$ cat src/rtl/or1200_wb_biu_arb.sv
// -----------------------------------------------------------------------------
// or1200_wb_biu_arb
//
// Shares one external Wishbone master port between the OR1200 instruction bus
// (requester 0, iwb) and data bus (requester 1, dwb). A grant is held for the
// whole bus cycle (cyc high), so bursts are never split. A response watchdog
// terminates a stalled cycle with an error to the granted requester.
//
// Parameters
//   PRIORITY  0 = round-robin on contention, 1 = fixed priority (dwb wins)
//   TIMEOUT   stall cycles before the watchdog fires; 0 disables it
//   CNT_W     watchdog counter width, must be able to hold TIMEOUT
//
// Ports
//   clk_i, rst_i        clock, synchronous active-high reset
//   req_cyc/stb/we_i    per-requester control, bit0 = iwb, bit1 = dwb
//   req_sel_i           byte selects, [3:0] iwb, [7:4] dwb
//   req_adr/dat_i       address / write data, [31:0] iwb, [63:32] dwb
//   req_dat_o           read data, broadcast from wb_dat_i
//   req_ack/err/rty_o   responses, routed to the granted requester only
//   wb_*_o / wb_*_i     shared Wishbone master port
//   gnt_o               current grant: 01 = iwb, 10 = dwb, 00 = none
//   timeout_o           one-cycle pulse while the watchdog error is issued
// -----------------------------------------------------------------------------
module or1200_wb_biu_arb #(
    parameter int PRIORITY = 0,
    parameter int TIMEOUT  = 256,
    parameter int CNT_W    = 9
) (
    input  logic        clk_i,
    input  logic        rst_i,

    input  logic [1:0]  req_cyc_i,
    input  logic [1:0]  req_stb_i,
    input  logic [1:0]  req_we_i,
    input  logic [7:0]  req_sel_i,
    input  logic [63:0] req_adr_i,
    input  logic [63:0] req_dat_i,
    output logic [31:0] req_dat_o,
    output logic [1:0]  req_ack_o,
    output logic [1:0]  req_err_o,
    output logic [1:0]  req_rty_o,

    output logic        wb_cyc_o,
    output logic        wb_stb_o,
    output logic        wb_we_o,
    output logic [3:0]  wb_sel_o,
    output logic [31:0] wb_adr_o,
    output logic [31:0] wb_dat_o,
    input  logic [31:0] wb_dat_i,
    input  logic        wb_ack_i,
    input  logic        wb_err_i,
    input  logic        wb_rty_i,

    output logic [1:0]  gnt_o,
    output logic        timeout_o
);

    typedef enum logic [1:0] {
        IDLE = 2'd0,
        BUSY = 2'd1,
        TERR = 2'd2
    } state_e;

    localparam bit             WDOG_EN = (TIMEOUT > 0);
    localparam logic [CNT_W-1:0] TO_LAST = CNT_W'(WDOG_EN ? TIMEOUT - 1 : 0);

    state_e           state_q, state_d;
    logic [1:0]       gnt_q, gnt_d;
    logic             last_dwb_q, last_dwb_d;   // 1 = dwb held the last grant
    logic [CNT_W-1:0] cnt_q, cnt_d;
    logic             timeout_q, timeout_d;

    logic [1:0]       req;
    logic [1:0]       gnt_pick;
    logic             sel_dwb;
    logic             busy;
    logic             terr;
    logic             resp_any;

    // Granted requester's signals, selected by the registered grant.
    logic             g_cyc, g_stb, g_we;
    logic [3:0]       g_sel;
    logic [31:0]      g_adr, g_dat;

    assign req      = req_cyc_i & req_stb_i;
    assign sel_dwb  = gnt_q[1];
    assign busy     = (state_q == BUSY);
    assign terr     = (state_q == TERR);
    assign resp_any = wb_ack_i | wb_err_i | wb_rty_i;

    assign g_cyc = sel_dwb ? req_cyc_i[1]      : req_cyc_i[0];
    assign g_stb = sel_dwb ? req_stb_i[1]      : req_stb_i[0];
    assign g_we  = sel_dwb ? req_we_i[1]       : req_we_i[0];
    assign g_sel = sel_dwb ? req_sel_i[7:4]    : req_sel_i[3:0];
    assign g_adr = sel_dwb ? req_adr_i[63:32]  : req_adr_i[31:0];
    assign g_dat = sel_dwb ? req_dat_i[63:32]  : req_dat_i[31:0];

    // Master port: a passthrough of the granted requester in BUSY, all zero
    // otherwise. Passing cyc straight through lets wb_cyc_o fall in the same
    // cycle the requester drops it.
    assign wb_cyc_o = busy & g_cyc;
    assign wb_stb_o = busy & g_stb;
    assign wb_we_o  = busy & g_we;
    assign wb_sel_o = busy ? g_sel : 4'h0;
    assign wb_adr_o = busy ? g_adr : 32'h0;
    assign wb_dat_o = busy ? g_dat : 32'h0;

    // Responses reach a requester only while its cycle is live; anything the
    // slave returns in IDLE or TERR (late or post-reset) is dropped here.
    assign req_ack_o = busy ? (gnt_q & {2{wb_ack_i}}) : 2'b00;
    assign req_rty_o = busy ? (gnt_q & {2{wb_rty_i}}) : 2'b00;
    assign req_err_o = busy ? (gnt_q & {2{wb_err_i}})
                     : (terr ? gnt_q : 2'b00);

    assign req_dat_o = wb_dat_i;
    assign gnt_o     = gnt_q;
    assign timeout_o = timeout_q;

    // Arbitration decision for a request seen in IDLE.
    always_comb begin
        // NOTE: every combinational output gets a default first so no path
        // leaves it unassigned, which would otherwise infer a latch.
        gnt_pick = 2'b00;
        unique case (req)
            2'b01:   gnt_pick = 2'b01;
            2'b10:   gnt_pick = 2'b10;
            2'b11: begin
                // Fixed priority favours dwb; round-robin favours whoever did
                // not win last time (last-grant resets to iwb, so dwb first).
                if (PRIORITY != 0 || !last_dwb_q) gnt_pick = 2'b10;
                else                              gnt_pick = 2'b01;
            end
            default: gnt_pick = 2'b00;
        endcase
    end

    // Next-state logic for the FSM, grant, round-robin pointer and watchdog.
    always_comb begin
        state_d    = state_q;
        gnt_d      = gnt_q;
        last_dwb_d = last_dwb_q;
        cnt_d      = cnt_q;
        timeout_d  = 1'b0;

        unique case (state_q)
            IDLE: begin
                cnt_d = '0;
                if (|req) begin
                    state_d    = BUSY;
                    gnt_d      = gnt_pick;
                    last_dwb_d = gnt_pick[1];
                end
            end

            BUSY: begin
                if (!g_cyc) begin
                    // End of tenure: always pass through IDLE before re-arbitrating.
                    state_d = IDLE;
                    gnt_d   = 2'b00;
                    cnt_d   = '0;
                end else if (resp_any) begin
                    // A response on the threshold cycle still wins over the watchdog.
                    cnt_d = '0;
                end else if (wb_stb_o && WDOG_EN) begin
                    if (cnt_q == TO_LAST) begin
                        state_d   = TERR;
                        timeout_d = 1'b1;
                        cnt_d     = '0;
                    end else begin
                        cnt_d = cnt_q + CNT_W'(1);
                    end
                end
                // stb gaps without a response hold the count.
            end

            TERR: begin
                // Grant is kept through TERR so the error reaches the right
                // requester, then released.
                state_d = IDLE;
                gnt_d   = 2'b00;
                cnt_d   = '0;
            end

            default: begin
                state_d = IDLE;
                gnt_d   = 2'b00;
                cnt_d   = '0;
            end
        endcase
    end

    // State and registered outputs.
    always_ff @(posedge clk_i) begin
        // NOTE: sequential state uses non-blocking assignments so every
        // register samples the pre-edge values, independent of statement order.
        if (rst_i) begin
            state_q    <= IDLE;
            gnt_q      <= 2'b00;
            last_dwb_q <= 1'b0;
            cnt_q      <= '0;
            timeout_q  <= 1'b0;
        end else begin
            state_q    <= state_d;
            gnt_q      <= gnt_d;
            last_dwb_q <= last_dwb_d;
            cnt_q      <= cnt_d;
            timeout_q  <= timeout_d;
        end
    end

endmodule

$ cat config.mk
export PLATFORM = sky130hd
export DESIGN_NAME = or1200_wb_biu_arb
export DESIGN_NICKNAME = d
export VERILOG_FILES = /design/src/rtl/or1200_wb_biu_arb.sv
export SDC_FILE = /design/constraint.sdc
export NUM_CORES = 1
export LEC_CHECK = 0
export BUFFER_PORTS_ARGS = -buffer_cell sky130_fd_sc_hd__buf_2
export CAP_MARGIN = 20
export CORE_AREA = 2 2 114 116
export CTS_BUF_LIST = sky130_fd_sc_hd__clkbuf_2
export DETAILED_ROUTE_END_ITERATION = 16
export DIE_AREA = 0 0 116 118
export GPL_ROUTABILITY_DRIVEN = 0
export MAX_ROUTING_LAYER = met4
export PLACE_DENSITY_LB_ADDON = 0.3
export SYNTH_ARGS = -nofsm -noshare
export SYNTH_HDL_FRONTEND = slang
export SYNTH_SLANG_ARGS = --single-unit
$ cat constraint.sdc
create_clock -name clk_i -period 3.9 [get_ports clk_i]
set_input_delay 0.585 -clock clk_i [delete_from_list [all_inputs] [get_ports clk_i]]
set_output_delay 0.585 -clock clk_i [all_outputs]
set_load 0.02 [all_outputs]
==> metrics, run 1 <==
post-synthesis register bit count=15; cell taking the most area after synthesis=mux2i_1; WP data required=about 3.3 ns; Die Area=13700 sq um; CP Launch Point=state_q[1]; initial antenna violation count=9; Detailed Routing Iterations Pass 1=5; Root Buffer=clkbuf_2; Avg Synthesized Cell Area=roughly 7.4 sq um; Finished Cell Area=3120 sq um; FF/Latch Area=304 sq um; DRT Wirelength=roughly 9400 um; vias in the first global route=2398; CTS tree=built; r2r setup slk=between 1.5 and 2 ns; crit path cell chain=nand2b_2, buf_4, nor2_1, buf_2; Worst Setup Start Kind=flip-flop; pin count of the biggest net entering global routing=48; fmax=366 MHz; Final Max Tran Viols=0; status=complete, no violations; final hold violation count=0; ratio of cells with drive above 1 in the final layout=between 50% and 60%; EDFF count, synth=0; die width=about 120 um; slowest stage cell on the critical path=nand2b_2; worst rel slew slack=between 30% and 40%; reported net switching power=between 0.2 and 0.25 mW; Tmin final=about 2.7 ns; clock slew at reported path FFs=~0.13 ns; Net Sw Frac=42.6%; I/O pins=291; largest cells by area after synthesis=mux2i_1 34%, dfxtp_1 15%, nor2_1 15%, buf_4 12%, xor2_1 3.0%; Gate Count Post-Synth=276; Filler cells=between 1000 and 1500; drt wl/cell=14.7 um; Placed Area=just over 3000 sq um; final setup skew=just under 0.007 ns; Total GRT Usage=roughly an eighth; CTS Sinks=15; Placement Rows=41; Die H=118 um; Overflow after GRT=0; register area share after synthesis=roughly 15%; ys flop type=dfxtp_1; post-cts hold buffer count=0; CP endpoint=wb_adr_o[18]; H-tree depth=1; Tcrit/Tclk final=70.0%; area of the multi-input gates=roughly 1400 sq um; Least-Margin Pin Slew=about 0.93 ns; max-capacitance violation count=0; Critical Path Max Stage Delay=around 0.76 ns; Power Density=~180 nW/um^2; area grow syn2layout=53.2%; clk_lat worst skew=approximately 0.28 ns; post-synth cell types=33; Clock Path Buffers=2; Worst R2R Path Depth=4; Comb pwr share=a little under three fifths; Setup-failing EPs final=0; critical path peak fanout=between 40 and 50; Port Buffers=between 200 and 250; Async SR Flop Fraction=0%; Post-DP HPWL=roughly 8400 um; Min-Delay Path Class=reg2reg; Synth top area share=about 34%; vias=between 2000 and 3000; nets@finish=roughly 640; Yosys warning total=0; WS Path Type=reg2out; leakage=approximately 1.6 nW; sequential power share=29.7%; Core ar.=around 12000 sq um; Worst Path Arrival=about 2.1 ns; 1st-iter DRT viols=97; worst min-delay path startpoint=cnt_q[1]; DRT antenna net count=0; drt drc=0; Setup Buffers After CTS=0; RR Startpoint=state_q[1]; CTS Buf Count=3; Internal Power=between 0.3 and 0.4 mW; Mapped Area=about 2000 sq um; Crit. End Element=primary output; first-pass GRT wire length=about 14000 um; Setup TNS Final=0 ns; clock share of power=a little over an eighth; Peak VDD IR=around 0.000056 V; starting density of the core=16.4%; Syn Nets=between 400 and 500; unrepaired setup endpoints after global routing=no; Crit Reg-Reg Endpoint=cnt_q[7]; drt via density=between 3 and 4; post_cts resized=0
==> cell families (layout without fill, tap and decap cells) <==
group | Yosys count | count (layout) | share of synthesized area [%]
AO/OA/AOI/OAI | 13 | 13 | 4.54
XOR/XNOR | 7 | 7 | 3.01
adder cells (fa/ha/maj) | 1 | 1 | 0.614
buffers and inverters | 53 | 235 | 16.8
flip-flops | 15 | 15 | 14.7
multiplexers | 71 | 71 | 34.9
other | 0 | 9 | 0
AND/OR/NAND/NOR | 116 | 116 | 25.4
==> state kept, by name, indices dropped and copies added (netlist names) <==
register,count
cnt_q,9
gnt_o,2
state_q,2
last_dwb_q,1
timeout_o,1
==> power groups by stage <==
stage	Combinational [mW]	Clock, mW	Sequential (mW)
floorplan	0.231	0	0.164
global placement	0.320	0	0.170
detailed placement	0.323	0	0.170
CTS	0.324	0.0794	0.167
global route	0.345	0.0879	0.168
finish	0.319	0.0753	0.167
==> metrics by stage <==
| stage | cells | utilization, % | total power, mW | setup slack (ns) | hold WS (ns) |
|---|---|---|---|---|---|
| finish | 639 | 25.1 | 0.561 | 1.17 | 0.482 |
| global route | 639 | 25.1 | 0.601 | 0.980 | 0.487 |
| CTS | 630 | 25.0 | 0.570 | 1.15 | 0.484 |
| detailed placement | 626 | 24.8 | 0.494 | 1.50 | 0.465 |
| global placement | 626 | 24.8 | 0.489 | 1.58 | 0.465 |
| floorplan | 276 | - | 0.395 | 1.71 | 0.441 |
==> routing by layer <==
metal / global-route usage (%) / wire, um
met1: 16.1 / 3870
met2: 20.9 / 4480
met3: 5.87 / 1040
met4: 0.893 / 30
met5: - / 0
==> cell usage in the layout, fill, tap and decap left out <==
master,n
or4b_4,1
nand2b_2,1
o21bai_4,1
nand4_1,6
a22o_1,1
mux2i_1,70
buf_2,226
dfxtp_1,14
and2_1,3
diode_2,9
and4_1,1
ha_1,1
and4b_1,1
nor2b_1,2
buf_4,3
xor2_1,7
a311o_1,1
nand3_1,3
mux2_2,1
o2111ai_1,1
nor2_1,79
o22ai_1,1
a21oi_1,5
clkbuf_2,4
nor3_1,1
nor3b_1,3
or3_1,1
or2_2,1
dfxtp_4,1
and3_1,4
inv_1,2
nand2_1,9
o21ai_0,3
==> critical path: cells and delay by family, from the launching register on <==
family / cells / cell delay, ns
simple gates: 2 / 0.87
flops: 1 / 0.42
buf+inv: 2 / 0.56
==> synthesized netlist by cell type, drive strengths merged, types with 3 or more instances <==
library cell,count
dfxtp,15
nor2,79
nor3b,3
and3,4
nand2,9
xor2,7
nand4,6
o21ai,3
buf,42
nand3,3
and2,3
mux2i,70
a21oi,5
clkbuf,9
==> final cells by class <==
type | instances | area share (%)
sequential | 15 | 9.74
timing repair buffer | 229 | 37.0
clock buffer | 4 | 0.641
multi-input combinational | 208 | 44.8
antenna | 9 | 0.721
tap | 172 | 6.89
inverter | 2 | 0.240
==> worst min-delay path by stage <==
stage               cells after the start         end
floorplan                               2    cnt_q[1]
global placement                        2    cnt_q[1]
detailed placement                      2    cnt_q[1]
CTS                                     2    cnt_q[1]
global route                            2  last_dwb_q
finish                                  2    cnt_q[1]
Power figures use the tool's default switching activity.
==> run 2, diff against run 1 <==
--- a/config.mk
+++ b/config.mk
@@ -7,10 +7,10 @@
 export LEC_CHECK = 0
 export BUFFER_PORTS_ARGS = -buffer_cell sky130_fd_sc_hd__buf_2
 export CAP_MARGIN = 20
-export CORE_AREA = 2 2 114 116
+export CORE_AREA = 2 2 112 114
 export CTS_BUF_LIST = sky130_fd_sc_hd__clkbuf_2
 export DETAILED_ROUTE_END_ITERATION = 16
-export DIE_AREA = 0 0 116 118
+export DIE_AREA = 0 0 114 116
 export GPL_ROUTABILITY_DRIVEN = 0
 export MAX_ROUTING_LAYER = met4
 export PLACE_DENSITY_LB_ADDON = 0.3
==> constraint.sdc (replaced) <==
create_clock -name clk_i -period 2.62 [get_ports clk_i]
set_input_delay 0.393 -clock clk_i [delete_from_list [all_inputs] [get_ports clk_i]]
set_output_delay 0.393 -clock clk_i [all_outputs]
set_load 0.02 [all_outputs]
==> metrics, run 2 (synthesized netlist as in run 1, its figures left out) <==
commonest non-fill, non-tap cell in the layout=buf_2; drt via density=4.18 (+4.6%); Worst Path Arrival=1.82 ns (-0.32 ns); Placement Rows=40 (-2.4%); top cell family by delay on the critical path=flip-flops; Die H=116 um (-1.7%); max-capacitance violation count=0 (unchanged); Crit. End Element=primary output; Core Util, Final=25.9% (+0.72 points); Min-Delay Path Class=in2reg; DRT antenna net count=0 (unchanged); pin count of the biggest net entering global routing=62 (+29%); drt drc=0 (unchanged); Crit Reg-Reg Endpoint=cnt_q[7]; first-pass GRT wire length=11400 um (-16%); reported net switching power=0.355 mW (+49%); dpl cells=601 (-4.0%); fmax=between 400 and 500 MHz; CTS Sinks=15 (unchanged); Overflow after GRT=0 (unchanged); hold slack=0.315 ns (-0.167 ns); Setup Buffers After CTS=0 (unchanged); area grow syn2layout=51.1%; 1st-iter DRT viols=95 (-2.1%); WS Path Type=reg2out; Setup-failing EPs final=0 (unchanged); fin cells=605 (-5.3%); Final Max Tran Viols=0 (unchanged); sequential power share=28.9% (-0.8 points); Peak VDD IR=0.0000825 V (+47%); Hold Path End=state_q[0]; Port Buffers=226 (unchanged); die width=114 um (-1.7%); Net Sw Frac=42.4% (-0.21 points); Core ar.=11900 sq um (-4.1%); final hold violation count=0 (unchanged); I/O pins=291 (unchanged); vias=2530 (-0.94%); Die Area=13200 sq um (-3.4%); Worst Setup Start Kind=flip-flop; Placed Area=3060 sq um (-0.61%); most frequent cells in the layout=226 x buf_2, 79 x nor2_1, 70 x mux2i_1, 14 x dfxtp_1, 9 x nand2_1; Power Density=272 nW/um^2 (+51%); CTS Buf Count=3 (unchanged); crit path cell chain=buf_12, mux2i_1, nor2_1, buf_2; Tcrit/Tclk final=between 80% and 90%; Tmin final=between 2 and 2.5 ns; critical path peak fanout=61 (+30%); post-cts hold buffer count=0 (unchanged); CTS tree=built; post_cts resized=0 (unchanged); Critical Path Max Stage Delay=0.53 ns (-0.23 ns); unrepaired setup endpoints after global routing=no; Worst R2R Path Depth=4 (unchanged); Root Buffer=clkbuf_2; Clock Path Buffers=2 (unchanged); Worst Path Buf+Inv=2 (unchanged); Comb pwr share=56.9% (about the same); ANT cells=0 (-9); Most flops, register=cnt_q; DRT Wirelength=8420 um (-11%); WHS Path Cells=2 (unchanged); clock slew at reported path FFs=0.16 ns (+0.03 ns); slowest stage cell on the critical path=dfxtp_4; leakage=1.61 nW (+0.14%); final setup skew=0.00924 ns (+0.00230 ns); Post-DP HPWL=7360 um (-13%); Least-Margin Pin Slew=0.546 ns (-0.383 ns); H-tree depth=1 (unchanged); status=complete, no violations; RR Startpoint=state_q[0]; Total GRT Usage=11.1% (-2.1 points); vias in the first global route=2186 (-8.8%); drt wl/cell=13.9 um (-5.6%); Detailed Routing Iterations Pass 1=4 (-1); starting density of the core=17.1% (+0.69 points); Largest register FFs=9 (unchanged); Internal Power=0.482 mW (+50%); Finished Cell Area=3080 sq um (-1.3%); worst rel slew slack=63.6% (+25 points); initial antenna violation count=0 (-9); WP data required=2.23 ns (-1.08 ns); ratio of cells with drive above 1 in the final layout=52.2% (unchanged); Filler cells=1338 (-5.4%); clk_lat worst skew=0.29 ns (about the same); r2r setup slk=0.98 ns (-0.74 ns); clock share of power=14.2% (+0.8 points); Setup TNS Final=0 ns (unchanged); nets@finish=639 (unchanged); worst min-delay path startpoint=rst_i
[run 2: cell types whose count changed in the layout (fill, tap and decap cells not counted), sizes merged]
| cell | change |
|---|---|
| diode | -9 |
[run 2: metrics by stage]
stage | worst slack, ns | power (mW)
5_1_grt | 0.218 | 0.898
3_5_place_dp | 0.774 | 0.730
6_report | 0.411 | 0.837
4_1_cts | 0.390 | 0.856
3_3_place_gp | 0.787 | 0.725
2_1_floorplan | 0.622 | 0.588
[run 2: cell type report]
class | count | area [sq um] | area share [%]
multi-input cells | 208 | 1400 | 45.4
repair buffers | 229 | 1170 | 37.9
flip-flops and latches | 15 | 304 | 9.87
well taps | 147 | 184 | 5.97
clock buffers | 4 | 20.0 | 0.650
inverters | 2 | 7.51 | 0.244
[run 2: worst max-delay path by stage]
stage / start / endpoint / slack, ns / depth (start not counted)
global placement: gnt_o[1] / wb_adr_o[2] / 0.79 / 4
finish: gnt_o[1] / wb_adr_o[2] / 0.41 / 4
CTS: gnt_o[1] / wb_we_o / 0.39 / 4
global route: state_q[0] / wb_stb_o / 0.22 / 4
floorplan: gnt_o[1] / wb_dat_o[25] / 0.62 / 4
detailed placement: gnt_o[1] / wb_we_o / 0.77 / 4
[run 2: metal layers]
| metal | global-route usage (%) | up-vias | share of wire, % |
|---|---|---|---|
| met3 | 3.03 | 8 | 7.7 |
| met4 | 1.46 | 0 | 1.4 |
| met2 | 18.9 | 128 | 53 |
| li1 | - | 1266 | - |
| met5 | - | - | 0 |
| met1 | 13.5 | 1128 | 38 |
[run 2: power groups by stage]
stage / Combinational [mW] / Clock (mW) / Sequential [mW]
floorplan: 0.344 / 0 / 0.243
global placement: 0.478 / 0 / 0.247
detailed placement: 0.483 / 0 / 0.247
CTS: 0.484 / 0.129 / 0.243
global route: 0.517 / 0.137 / 0.244
finish: 0.477 / 0.118 / 0.242
==> run 3, diff against run 2 <==
--- a/config.mk
+++ b/config.mk
@@ -5,6 +5,7 @@
 export SDC_FILE = /design/constraint.sdc
 export NUM_CORES = 1
 export LEC_CHECK = 0
+export ABC_AREA = 1
 export BUFFER_PORTS_ARGS = -buffer_cell sky130_fd_sc_hd__buf_2
 export CAP_MARGIN = 20
 export CORE_AREA = 2 2 112 114
==> constraint.sdc (replaced) <==
create_clock -name clk_i -period 2.1 [get_ports clk_i]
set_input_delay 0.315 -clock clk_i [delete_from_list [all_inputs] [get_ports clk_i]]
set_output_delay 0.315 -clock clk_i [all_outputs]
set_load 0.02 [all_outputs]
==> metrics, run 3 <==
status=complete, no violations; CTS tree=built; DRT antenna net count=0 (unchanged); most frequent cell after synthesis=nand2_1; final hold violation count=0 (unchanged); WP data required=1.78 ns (-0.45 ns); fmax=544 MHz; Least-Margin Pin Slew=0.307 ns (-0.238 ns); Die H=116 um (unchanged); Root Buffer=clkbuf_2; Post-DP HPWL=7550 um (+2.7%); Pwr Total=1.17 mW (+40%); Total GRT Usage=12.7% (+1.6 points); Clock Path Buffers=2 (unchanged); Filler cells=1395 (+4.3%); largest cells by area after synthesis=nand2_1 31%, a21oi_1 19%, dfxtp_1 15%, buf_4 12%, inv_1 4.0%; H-tree depth=1 (unchanged); Port Buffers=226 (unchanged); XOR/XNOR Fraction of Synth Area=0.423% (-2.6 points); Peak VDD IR=0.000257 V (+210%); EDFF count, synth=0 (unchanged); unrepaired setup endpoints after global routing=no; Overflow after GRT=0 (unchanged); nets@finish=756 (+18%); Synth Area in Simple Gates=42.1% (+17 points); RR Startpoint=gnt_o[1]; Worst Path Arrival=1.52 ns (-0.30 ns); DRT Wirelength=9470 um (+13%); ys flop type=dfxtp_1; vias in the first global route=2662 (+22%); Final Max Tran Viols=0 (unchanged); CP Launch Point=gnt_o[1]; final setup skew=0.00739 ns (-0.00185 ns); ANT cells=0 (unchanged); Setup-failing EPs final=0 (unchanged); leakage=1.80 nW (+12%); Core ar.=11900 sq um (unchanged); Detailed Routing Iterations Pass 1=4 (unchanged); Tmin final=approximately 1.8 ns; Async SR Flop Fraction=0% (unchanged); synth cell count leaders=173 x nand2_1, 78 x a21oi_1, 33 x buf_4; I/O pins=291 (unchanged); Syn Nets=576 (+26%); pin count of the biggest net entering global routing=72 (+16%); pre-CTS setup slack=0.565 ns (-0.209 ns); post-synth cell types=23 (-30%); Setup TNS Final=0 ns (unchanged); ratio of cells with drive above 1 in the final layout=43.5% (-8.7 points); Gate Count Post-Synth=396 (+43%); post-synthesis register bit count=15 (unchanged); Core Util, Final=26.3% (+0.40 points); CTS Sinks=15 (unchanged); drt wl/cell=13.1 um (-5.7%); clock slew at reported path FFs=0.15 ns (about the same); commonest non-fill, non-tap cell in the layout=buf_2; 1st-iter DRT viols=170 (+79%); initial antenna violation count=0 (unchanged); CTS Buf Count=3 (unchanged); Min-Delay Path Class=in2reg; area grow syn2layout=51.1% (about the same); Largest register FFs=9 (unchanged); Die Area=13200 sq um (unchanged); drt via density=4.15 (-0.80%); Tcrit/Tclk final=87.5%; Mapped Area=2070 sq um (+1.6%); worst rel slew slack=79.5% (+16 points); Crit. End Element=primary output; most frequent cells in the layout=226 x buf_2, 173 x nand2_1, 78 x a21oi_1, 21 x inv_1, 19 x nor2_1; first-pass GRT wire length=13300 um (+16%); Yosys warning total=0 (unchanged); Most flops, register=cnt_q; drt drc=0 (unchanged); critical path peak fanout=71 (+16%); Adder-Cell Fraction of Synth Area=0.604% (-0.0096 points); Setup Buffers After CTS=0 (unchanged); die width=114 um (unchanged); mux cell area share after synthesis=0% (-35 points); main combinational cell family by area after synthesis=simple AND/OR/NAND/NOR gates; worst min-delay path startpoint=rst_i; WS Path Type=reg2out; cell taking the most area after synthesis=nand2_1; max-capacitance violation count=0 (unchanged); clk_lat worst skew=0.30 ns (about the same); Synth top area share=31.4% (-3.0 points); vias=2995 (+18%); Worst Setup Start Kind=flip-flop; register area share after synthesis=14.5% (-0.23 points); Power Density=373 nW/um^2 (+37%); Placement Rows=40 (unchanged); starting density of the core=17.4% (+0.27 points); compound-cell area share of the yosys netlist=21.1% (+17 points); post_cts resized=0 (unchanged); post-cts hold buffer count=0 (unchanged); setup ws final=0.262 ns (-0.149 ns); Avg Synthesized Cell Area=5.23 sq um (-29%)
-- run 3: cell count changes after synthesis, moves of 4 or more --
| cell | change |
|---|---|
| and3_1 | -4 |
| nor3_1 | +6 |
| nand2_2 | +4 |
| inv_1 | +20 |
| nand4_1 | -5 |
| nand2_1 | +164 |
| xor2_1 | -6 |
| nor2_1 | -60 |
| buf_2 | +10 |
| mux2i_1 | -70 |
| a21oi_1 | +73 |
-- run 3: logic make-up (layout without fill, tap and decap cells) --
| family | after synthesis | after routing |
|---|---|---|
| buf+inv | 79 | 258 |
| flops | 15 | 15 |
| fa+ha+maj | 1 | 1 |
| xor+xnor | 1 | 1 |
| simple gates | 216 | 216 |
| compound gates | 84 | 84 |
-- run 3: path summary, 6_finish.rpt --
check,to,slack (ns),depth (start not counted)
max,wb_sel_o[0],0.26,5
min,gnt_o[1],0.24,2
max reg2reg,cnt_q[5],0.71,8
min reg2reg,cnt_q[8],0.49,2
-- run 3: through the flow --
stage	std cells	cell area (sq um)	hold slack (ns)
floorplan	396	2070	0.384
global placement	718	3110	0.457
detailed placement	718	3110	0.469
CTS	722	3130	0.231
global route	722	3130	0.227
finish	722	3130	0.237
-- run 3: area by class of cell --
type | count | area, sq um | area share (%)
clock buffers | 4 | 20.0 | 0.640
flip-flops and latches | 15 | 302 | 9.64
well taps | 147 | 184 | 5.88
inverters | 23 | 86.3 | 2.76
repair buffers | 231 | 1210 | 38.6
multi-input cells | 302 | 1330 | 42.5
-- run 3: worst max-delay path, cell delays in order (launching register included) --
cell and delay, ns:
dfxtp_2 0.37, inv_2 0.10, buf_12 0.29, nand2_1 0.11, a21oi_1 0.14, buf_2 0.19
-- run 3: per-layer routing --
metal	part of all wire, %	GRT usage (%)	wire length, um	vias up
met5	0	-	0	-
met4	0.88	2.36	83	0
met3	7.7	2.41	732	9
met2	52	23.6	4930	138
met1	39	14.2	3720	1276
li1	-	-	-	1572
-- run 3: report_power, final --
part           switching [mW]  internal, mW
clock network          0.0992        0.0505
logic                   0.451         0.270
registers             0.00556         0.292
